===== config.mk =====
export PLATFORM = sky130hd
export DESIGN_NAME = sym_slicer_mer
export DESIGN_NICKNAME = d
export VERILOG_FILES = /design/src/rtl/sym_slicer_mer_pkg.sv /design/src/rtl/sym_avg_acc.sv /design/src/rtl/sym_slicer_mer.sv
export SDC_FILE = /design/constraint.sdc
export NUM_CORES = 2
export LEC_CHECK = 0
export ABC_AREA = 1
export BUFFER_PORTS_ARGS = -buffer_cell sky130_fd_sc_hd__clkbuf_2
export CAP_MARGIN = 20
export CORE_ASPECT_RATIO = 1.1
export CORE_MARGIN = 3
export CORE_UTILIZATION = 45
export CTS_CLUSTER_DIAMETER = 100
export CTS_CLUSTER_SIZE = 40
export DETAILED_ROUTE_END_ITERATION = 8
export PLACE_DENSITY = 0.62
export SLEW_MARGIN = 30
export SYNTH_ARGS = -nofsm -noshare
export SYNTH_HDL_FRONTEND = slang
export SYNTH_HIERARCHICAL = 1
export SYNTH_SLANG_ARGS = --single-unit

===== constraint.sdc =====
create_clock -name clk -period 13.8 [get_ports clk]
set_input_delay 1.38 -clock clk [delete_from_list [all_inputs] [get_ports clk]]
set_output_delay 1.38 -clock clk [all_outputs]
set_load 0.1 [all_outputs]

===== src/rtl/sym_slicer_mer_pkg.sv =====
// Shared constants, FSM state type and 1s17 saturation helpers for the
// symbol slicer / MER estimator.
package sym_slicer_mer_pkg;

    localparam int unsigned DW = 18;
    localparam int unsigned EW = DW + 1;

    localparam logic [1:0] SYM_M3 = 2'b00;
    localparam logic [1:0] SYM_M1 = 2'b01;
    localparam logic [1:0] SYM_P1 = 2'b10;
    localparam logic [1:0] SYM_P3 = 2'b11;

    localparam logic signed [DW-1:0] SAT_MAX = 18'sh1FFFF;
    localparam logic signed [DW-1:0] SAT_MIN = 18'sh20000;

    typedef enum logic {
        ACQ   = 1'b0,
        TRACK = 1'b1
    } state_t;

    // Clamp a 19-bit intermediate back into the 1s17 range.
    function automatic logic signed [DW-1:0] sat_1s17(input logic signed [EW-1:0] x);
        if (x[EW-1] != x[EW-2]) begin
            return x[EW-1] ? SAT_MIN : SAT_MAX;
        end
        return $signed(x[DW-1:0]);
    endfunction

    // Magnitude with the single unrepresentable case (-1.0) pinned to full scale.
    function automatic logic [DW-1:0] abs_sat(input logic signed [DW-1:0] y);
        if (y == SAT_MIN) begin
            return $unsigned(SAT_MAX);
        end
        return y[DW-1] ? $unsigned(-y) : $unsigned(y);
    endfunction

endpackage


===== src/rtl/sym_avg_acc.sv =====
// Accumulate-and-dump averager: sums din_i over a block of 2^LOG2 enables and
// registers the block mean, optionally dropping OUT_LSB low bits of the mean.
module sym_avg_acc #(
    parameter int unsigned W         = 18,
    parameter int unsigned LOG2      = 10,
    parameter int unsigned OUT_LSB   = 0,
    parameter int unsigned OW        = 18,
    parameter logic [OW-1:0] MEAN_INIT = '0
) (
    input  logic          clk,
    input  logic          reset,
    input  logic          en_i,
    input  logic          dump_i,
    input  logic [W-1:0]  din_i,
    output logic [OW-1:0] mean_o
);

    localparam int unsigned AW = W + LOG2;

    logic [AW-1:0] acc_q, acc_d, sum_c;
    logic [OW-1:0] mean_q, mean_d;

    // The dumping sample is folded into the dumped sum, so every sample lands in exactly one block.
    always_comb begin
        sum_c  = acc_q + AW'(din_i);
        acc_d  = acc_q;
        mean_d = mean_q;
        if (en_i) begin
            if (dump_i) begin
                mean_d = OW'(sum_c >> (LOG2 + OUT_LSB));
                acc_d  = '0;
            end else begin
                acc_d  = sum_c;
            end
        end
    end

    always_ff @(posedge clk or posedge reset) begin
        if (reset) begin
            acc_q  <= '0;
            mean_q <= MEAN_INIT;
        end else begin
            acc_q  <= acc_d;
            mean_q <= mean_d;
        end
    end

    assign mean_o = mean_q;

endmodule


===== src/rtl/sym_slicer_mer.sv =====
// 4-ASK symbol decimator and slicer with block-averaged reference level and
// mean-squared decision error estimation.
module sym_slicer_mer
    import sym_slicer_mer_pkg::*;
#(
    parameter int unsigned          LOG2_AVG = 10,
    parameter logic signed [DW-1:0] REF_INIT = 18'sd32768
) (
    input  logic                 clk,
    input  logic                 reset,
    input  logic                 sam_clk_en,
    input  logic                 sym_clk_en,
    input  logic [1:0]           phase_sel,
    input  logic signed [DW-1:0] y_in,
    output logic [1:0]           sym_out,
    output logic                 sym_valid,
    output logic signed [DW-1:0] err,
    output logic signed [DW-1:0] ref_level,
    output logic [DW-1:0]        err_power,
    output logic                 ref_valid,
    output logic                 blk_done
);

    logic [1:0]           phase_q, phase_d;
    logic                 seen_q, seen_d;
    logic                 cap_c;
    logic                 cap_q;
    logic signed [DW-1:0] y_cap_q;

    state_t               state_q, state_d;
    logic [LOG2_AVG-1:0]  cnt_q;
    logic                 blk_end_c;

    logic signed [DW-1:0] r_c;
    logic signed [EW-1:0] r19, half19, lvl3_19, y19, ideal_c;
    logic [1:0]           sym_c;
    logic signed [DW-1:0] err_c;
    logic signed [2*DW-1:0] sq_c;
    logic [DW-1:0]        abs_c;
    logic [DW-1:0]        abs_mean;

    logic [1:0]           sym_q;
    logic signed [DW-1:0] err_q;
    logic                 sym_valid_q, blk_done_q, ref_valid_q;

    // Sample phase tracking; seen_q blocks a second capture after a mid-symbol phase_sel change.
    always_comb begin
        phase_d = phase_q;
        seen_d  = seen_q;
        cap_c   = 1'b0;
        if (sam_clk_en) begin
            phase_d = sym_clk_en ? 2'd0 : phase_q + 2'd1;
            cap_c   = (phase_d == phase_sel) && (sym_clk_en || !seen_q);
            seen_d  = (seen_q && !sym_clk_en) || cap_c;
        end
    end

    always_ff @(posedge clk or posedge reset) begin
        if (reset) begin
            phase_q <= '0;
            seen_q  <= 1'b0;
            cap_q   <= 1'b0;
            y_cap_q <= '0;
        end else begin
            phase_q <= phase_d;
            seen_q  <= seen_d;
            cap_q   <= cap_c;
            if (cap_c) begin
                y_cap_q <= y_in;
            end
        end
    end

    assign blk_end_c = cap_q && (cnt_q == '1);

    always_ff @(posedge clk or posedge reset) begin
        if (reset) begin
            state_q <= ACQ;
        end else begin
            state_q <= state_d;
        end
    end

    always_comb begin
        state_d = state_q;
        unique case (state_q)
            ACQ:     if (blk_end_c) state_d = TRACK;
            TRACK:   state_d = TRACK;
            default: state_d = ACQ;
        endcase
    end

    // Decision thresholds at +/-R, ideal levels at +/-R/2 and +/-3R/2.
    assign r_c     = (state_q == TRACK) ? ref_level : REF_INIT;
    assign r19     = {r_c[DW-1], r_c};
    assign half19  = r19 >>> 1;
    assign lvl3_19 = r19 + half19;
    assign y19     = {y_cap_q[DW-1], y_cap_q};

    always_comb begin
        sym_c   = SYM_M3;
        ideal_c = -lvl3_19;
        if (y19 >= r19) begin
            sym_c   = SYM_P3;
            ideal_c = lvl3_19;
        end else if (y19 >= 19'sd0) begin
            sym_c   = SYM_P1;
            ideal_c = half19;
        end else if (y19 >= -r19) begin
            sym_c   = SYM_M1;
            ideal_c = -half19;
        end
        err_c = sat_1s17(y19 - ideal_c);
    end

    assign sq_c  = err_c * err_c;
    assign abs_c = abs_sat(y_cap_q);

    always_ff @(posedge clk or posedge reset) begin
        if (reset) begin
            sym_q       <= SYM_M3;
            err_q       <= '0;
            sym_valid_q <= 1'b0;
            blk_done_q  <= 1'b0;
            ref_valid_q <= 1'b0;
            cnt_q       <= '0;
        end else begin
            sym_valid_q <= cap_q;
            blk_done_q  <= blk_end_c;
            if (cap_q) begin
                sym_q <= sym_c;
                err_q <= err_c;
                cnt_q <= cnt_q + LOG2_AVG'(1);
            end
            if (blk_end_c) begin
                ref_valid_q <= 1'b1;
            end
        end
    end

    sym_avg_acc #(
        .W         (DW),
        .LOG2      (LOG2_AVG),
        .OUT_LSB   (0),
        .OW        (DW),
        .MEAN_INIT ($unsigned(REF_INIT))
    ) u_abs_acc (
        .clk    (clk),
        .reset  (reset),
        .en_i   (cap_q),
        .dump_i (blk_end_c),
        .din_i  (abs_c),
        .mean_o (abs_mean)
    );

    // Mean of the 2s34 squared error, reported as bits [34:17].
    sym_avg_acc #(
        .W         (2*DW),
        .LOG2      (LOG2_AVG),
        .OUT_LSB   (17),
        .OW        (DW),
        .MEAN_INIT ('0)
    ) u_sq_acc (
        .clk    (clk),
        .reset  (reset),
        .en_i   (cap_q),
        .dump_i (blk_end_c),
        .din_i  ($unsigned(sq_c)),
        .mean_o (err_power)
    );

    assign ref_level = $signed(abs_mean);
    assign sym_out   = sym_q;
    assign err       = err_q;
    assign sym_valid = sym_valid_q;
    assign blk_done  = blk_done_q;
    assign ref_valid = ref_valid_q;

endmodule


# [After elaboration in Yosys (flattened, before gate mapping)]
# Index checks and enable logic that the tools add are counted.
[word_totals] word_cells=63 ff_bits=166 output_inout_bits=59
[op_classes] reduce_logical=8 addsub=10 bitwise_logic=1 eq_ne=4 mul=1 order_cmp=3 muxes=21
[ops] op="two-way mux 18 bit" count=7
[ops] op="two-way mux 19 bit" count=3
[ops] op="adder 46 x 36 -> 46 bit" count=1
[ops] op="two-way mux 46 bit" count=1
[ops] op="multiplier 18 x 18 -> 36 bit" count=1
[ops] op="adder 28 x 18 -> 28 bit" count=1
[ops] op="two-way mux 28 bit" count=1
[ops] op="adder 18 x 17 -> 19 bit" count=1
[ops] op="greater-or-equal comparator 18 x 19 -> 1 bit" count=1
[ops] op="negation 17 -> 19 bit" count=1
[ops] op="negation 18 -> 19 bit" count=1
[ops] op="negation 19 bit" count=1
[ops] op="subtractor 18 x 19 -> 19 bit" count=1
[ops] op="equality test 18 bit (second input constant)" count=1
[ops] op="greater-or-equal comparator 18 x 1 -> 1 bit (second input constant)" count=1
[ops] op="greater-or-equal comparator 18 bit" count=1
[ops] op="negation 18 bit" count=1
[ops] op="adder 10 x 1 -> 10 bit (second input constant)" count=1
[ops] op="equality test 10 bit (second input constant)" count=1
[ops] op="two-way mux 2 bit" count=3
[ops] op="two-way mux 1 bit" count=5
[ops] op="logical AND 1 bit" count=3
[ops] op="adder 2 x 1 -> 2 bit (second input constant)" count=1
[ops] op="equality test 2 bit" count=1
[ops] op="other kinds (6)" count=8

# [Depth between registers and ports, before layout]
[depth] depth_word=13 ltp_mapped=87

# [Hierarchy]
# The synthesis kept the hierarchy.
[by_module_without_submodules] module="sym_slicer_mer" n_inst=1 cells_each=2333 seq_area_each_um2=1401.3 area_each_um2=17847.1
[by_module_without_submodules] module="sym_avg_acc at u_sq_acc" n_inst=1 cells_each=955 seq_area_each_um2=1576.5 area_each_um2=5691.7
[by_module_without_submodules] module="sym_avg_acc at u_abs_acc" n_inst=1 cells_each=542 seq_area_each_um2=1152.4 area_each_um2=3453.3

# [Worst setup path before layout]
# OpenSTA, ideal clock, no wires.
[synth_path] kind="reg2reg" from="reg u_abs_acc.mean_q[0] (netlist: u_abs_acc/mean_o[0])" to="reg u_sq_acc.mean_q[16] (netlist: u_sq_acc/mean_o[16])" path_stages_with_launch=79 slack_ns=0.808 t_arrival_ns=12.872 n_path_buf=2 cell_sequence="dfrtp_1 > nand2_1 > ha_1 > inv_1 > nor2_1 > inv_1 > nor2_1 > inv_1 > nor3_1 > nand2_1 > xor2_1 > ha_1 > nand2_1 > nor2_1 > nand2_1 > nor2_1 > nand4_1 > nand3_1 > [43 not listed] > a21boi_0 > o21ai_0 > a21oi_1 > o21ai_0 > a21oi_1 > xor2_1 > ha_1 > nand2_1 > nor2_1 > inv_2 > nor2_2 > nand2_1 > nor2_1 > nand2_1 > nand3_1 > nand2_1 > nand3_1 > nand2_1"
[synth_via] elab_chain_cells=12 elab_cells_between_ends=17 cone_classes="5 x add/sub; 1 x mul; 2 x order compare; 1 x eq/ne; 8 x mux"
[synth_lines] item="from (decl)" line_no="sym_avg_acc.sv:21" source="logic [OW-1:0] mean_q, mean_d;"
[synth_lines] item="from (signal assigned)" line_no="sym_avg_acc.sv:44" source="mean_q <= mean_d;"
[synth_lines] item="two-way mux 18 bit *" line_no="sym_slicer_mer.sv:94" source="assign r_c = (state_q == TRACK) ? ref_level : REF_INIT;"
[synth_lines] item="adder 18 x 17 -> 19 bit / negation 18 -> 19 bit (equally long branches)" line_no="sym_slicer_mer.sv:97, sym_slicer_mer.sv:109"
[synth_lines] item="negation 19 bit / greater-or-equal comparator 18 x 19 -> 1 bit (equally long branches)" line_no="sym_slicer_mer.sv:102, sym_slicer_mer.sv:109"
[synth_lines] item="two-way mux 19 bit" line_no="sym_slicer_mer.sv:109" source="end else if (y19 >= -r19) begin"
[synth_lines] item="two-way mux 19 bit" line_no="sym_slicer_mer.sv:106" source="end else if (y19 >= 19'sd0) begin"
[synth_lines] item="two-way mux 19 bit *" line_no="sym_slicer_mer.sv:103" source="if (y19 >= r19) begin"
[synth_lines] item="subtractor 18 x 19 -> 19 bit *" line_no="sym_slicer_mer.sv:113" source="err_c = sat_1s17(y19 - ideal_c);"
[synth_lines] item="two-way mux 18 bit / != test 1 bit (equally long branches)" line_no="sym_slicer_mer_pkg.sv:24, sym_slicer_mer_pkg.sv:23"
[synth_lines] item="two-way mux 18 bit / two-way mux 1 bit (equally long branches)" line_no="sym_slicer_mer_pkg.sv:23" source="if (x[EW-1] != x[EW-2]) begin"
[synth_lines] item="two-way mux 18 bit *" line_no="sym_slicer_mer_pkg.sv:26" source="return $signed(x[DW-1:0]);"
[synth_lines] item="named net err_c[5]" line_no="sym_slicer_mer.sv:37" source="logic signed [DW-1:0] err_c;"
[synth_lines] item="multiplier 18 x 18 -> 36 bit *" line_no="sym_slicer_mer.sv:116" source="assign sq_c = err_c * err_c;"
[synth_lines] item="named net sq_c[33]" line_no="sym_slicer_mer.sv:38" source="logic signed [2*DW-1:0] sq_c;"
[synth_lines] item="adder 46 x 36 -> 46 bit *" line_no="sym_avg_acc.sv:25" source="sum_c = acc_q + AW'(din_i);"
[synth_lines] item="to (signal assigned)" line_no="sym_avg_acc.sv:44"
[synth_lines] item="to (decl)" line_no="sym_avg_acc.sv:21"
# The timed path passes the listed nets; every way through them passes the cells marked *. The select of a mux whose other input is x is not followed.
# A chain may end at the register's enable or synchronous reset.

# [Final worst setup path]
[layout_path] from="reg state_q" to="reg u_sq_acc.mean_q[5] (netlist: u_sq_acc/mean_o[5])"
[layout_via] elab_chain_cells=12 elab_cells_between_ends=18 cone_classes="6 x add/sub; 1 x mul; 2 x order compare; 1 x eq/ne; 8 x mux"
[layout_lines] item="from (decl)" line_no="sym_slicer_mer.sv:30" source="state_t state_q, state_d;"
[layout_lines] item="from (signal assigned)" line_no="sym_slicer_mer.sv:80" source="state_q <= state_d;"
[layout_lines] item="two-way mux 18 bit *" line_no="sym_slicer_mer.sv:94"
[layout_lines] item="adder 18 x 17 -> 19 bit / negation 18 -> 19 bit (equally long branches)" line_no="sym_slicer_mer.sv:97, sym_slicer_mer.sv:109"
[layout_lines] item="negation 19 bit / greater-or-equal comparator 18 x 19 -> 1 bit (equally long branches)" line_no="sym_slicer_mer.sv:102, sym_slicer_mer.sv:109"
[layout_lines] item="two-way mux 19 bit" line_no="sym_slicer_mer.sv:109"
[layout_lines] item="two-way mux 19 bit" line_no="sym_slicer_mer.sv:106"
[layout_lines] item="two-way mux 19 bit *" line_no="sym_slicer_mer.sv:103"
[layout_lines] item="subtractor 18 x 19 -> 19 bit *" line_no="sym_slicer_mer.sv:113"
[layout_lines] item="two-way mux 18 bit / != test 1 bit (equally long branches)" line_no="sym_slicer_mer_pkg.sv:24, sym_slicer_mer_pkg.sv:23"
[layout_lines] item="two-way mux 18 bit / two-way mux 1 bit (equally long branches)" line_no="sym_slicer_mer_pkg.sv:23"
[layout_lines] item="two-way mux 18 bit *" line_no="sym_slicer_mer_pkg.sv:26"
[layout_lines] item="multiplier 18 x 18 -> 36 bit *" line_no="sym_slicer_mer.sv:116"
[layout_lines] item="named net sq_c[23]" line_no="sym_slicer_mer.sv:38"
[layout_lines] item="adder 46 x 36 -> 46 bit *" line_no="sym_avg_acc.sv:25"
# Marked as above.

==> metrics <==
final setup violation count=0; Final Max Slew Viols=0; placed cell area=29000 um2; Rows=93; largest net degree at the start of global routing=64; design area=30000 um2; cell count after synthesis=3830; Worst Max-Slew Pin Slew=0.888 ns; Initial Utilization=45.8%; ANT nets after route=0; I/O pins=83; Final Skew=0.0140 ns; Sequential Area=4130 um2; sequential share of the synthesized area=15.3%; # DRC=0; Vias=24200; type of the worst setup path=register to register; most frequent CP cell=nand2_1; Hold Crit Depth=1; Die Footprint=63000 um2; Syn. warnings=6; vias per cell=5.07; Worst Path Max Fanout=13; syn_area_per_cell=7.05 um2; CP Data Required Time=14.18 ns; # Max-Cap Violations=0; fmax=77.8 MHz; area grow syn2layout=11.0%; stages on the worst setup path=73; H-tree depth=4; Post-synth EDFFs=0; nets=4575; CTS buffer count=17; Final Hold Fails=0; Post-Route WL=81800 um; n_diodes=0; final core utilization=50.8%; core box area=59000 um2; critical path's top delay family=adder cells; initial antenna violation count=0; Max Buffers Root-to-Sink=2; area of the multi-input gates=19600 um2; Cell variety after synth=59; status=complete, no violations; Synth top area share=22.1%; FF-to-FF path depth=73; clock latency on the worst-skew pair=0.50 ns; gr usage total=26.8%; port bufs=82; minimum clock period=12.86 ns; CTS root buffer=clkbuf_16; via count of the first global-routing pass=24500; Die H=263 um; Hold Buf Count CTS=0; Setup TNS=0 ns; commonest cells in the netlist=nand2_1 (1086), inv_1 (812), fa_1 (298); Async S/R FF share, synth=100%; first-pass GRT wire length=131000 um; Mapped Area=27000 um2; DR WL/cell=17.1 um; worst path bufs/invs=14; CTS tree=yes; Pre-Repair DR Iteration Count=6; HP Class=register to register; most common cell in the netlist=nand2_1; Tcrit/Tclk final=93.2%; Most used DFF post-synth=dfrtp_1; slowest CP cell=fa_1; clock transition at the registers of the reported paths=0.08 ns; share of cells above drive strength 1=11.5%; max incr delay on CP=0.62 ns; Final GP Congestion=0.989; dpl hpwl=68900 um; grt ovf=0; die width=240 um; final worst slack=0.939 ns; top cells by area, synth=fa_1 (22%), dfrtp_1 (15%), nand2_1 (15%), ha_1 (11%), inv_1 (11%); Worst Path Arrival=13.24 ns; post-synth top area cell=fa_1; CP Launch Type=register; number of synthesized register bits=165; Fill cells=6046; Place WS=0.0468 ns; First DRT Iteration DRCs=1563; CP Capture Type=register; clock sink count=165; max-slew headroom at the worst pin=40.8%
metal layers:
metal / routed length, um / track usage (%)
met1: 34200 / 32.9
met3: 3380 / 3.53
met5: 0 / 0
met4: 3340 / 10.7
met2: 40900 / 47.2
worst paths after layout:
| kind | start | slack (ns) | to |
|---|---|---|---|
| max | state_q | 0.94 | u_sq_acc/mean_o[5] |
| min | cnt_q[4] | 0.48 | cnt_q[4] |
| max reg2reg | state_q | 0.94 | u_sq_acc/mean_o[5] |
| min reg2reg | cnt_q[4] | 0.48 | cnt_q[4] |
| max in group asynchronous | reset | 12.01 | err[6] |
| min in group asynchronous | reset | 1.00 | u_abs_acc/acc_q[19] |
stage by stage:
| stage | hold slack [ns] | instances |
|---|---|---|
| after global routing | 0.510 | 4781 |
| after global placement | 0.457 | 4734 |
| after floorplan | 0.446 | 3831 |
| after detailed placement | 0.461 | 4734 |
| final | 0.477 | 4781 |
| after CTS | 0.478 | 4766 |
logic make-up after synthesis:
group                    share of synthesized area, %
AND/OR/NAND/NOR                                  27.4
adder cells (fa/ha/maj)                          33.5
AO/OA/AOI/OAI                                    7.12
flip-flops                                       15.3
other                                          0.0139
XOR/XNOR                                         3.63
buffers and inverters                            13.0
registers in the layout, indices dropped and copies added, names as in the netlist, 2 cells and up:
register and count:
sym_out 2, u_abs_acc/acc_q 28, cnt_q 10, err 18
y_cap_q 18, u_abs_acc/mean_o 18, u_sq_acc/mean_o 18, phase_q 2
u_sq_acc/acc_q 45
timing repair:
item                       in CTS  in global routing
setup buffers                   0                 15
setup endpoints to repair       0                 45
gates resized for setup         0                 79
area by class of cell:
type                       count  area share (%)
clock buffer                  17            1.42
clock inverter                15           0.530
inverter                     855            10.8
multi-input combinational   2751            65.4
sequential                   165            13.8
tap                          760            3.17
timing repair buffer         218            4.92
placed cells by master, fill, tap and decap left out, drive strengths merged, types with 126 or more instances in the layout:
cell type	Yosys	layout
nor2	316	316
ha	245	245
nand3	203	203
o21ai	126	126
a21oi	144	144
nand2	1122	1122
inv	850	853
fa	298	298
dfrtp	164	164
buf	31	136
worst reg2reg max path: cells and delay by family, from the launching register on:
| kind | cells | cell delay (ns) |
|---|---|---|
| AOI/OAI and AO/OA | 11 | 1.68 |
| buffers and inverters | 14 | 1.27 |
| and+or+nand+nor | 34 | 4.13 |
| adders and majority gates | 12 | 4.97 |
| xor gates and xnor gates | 2 | 0.23 |
| DFF | 1 | 0.48 |
Power is not shown: default switching activity piles up to over one toggle a cycle in this logic, so the estimate is an artifact.
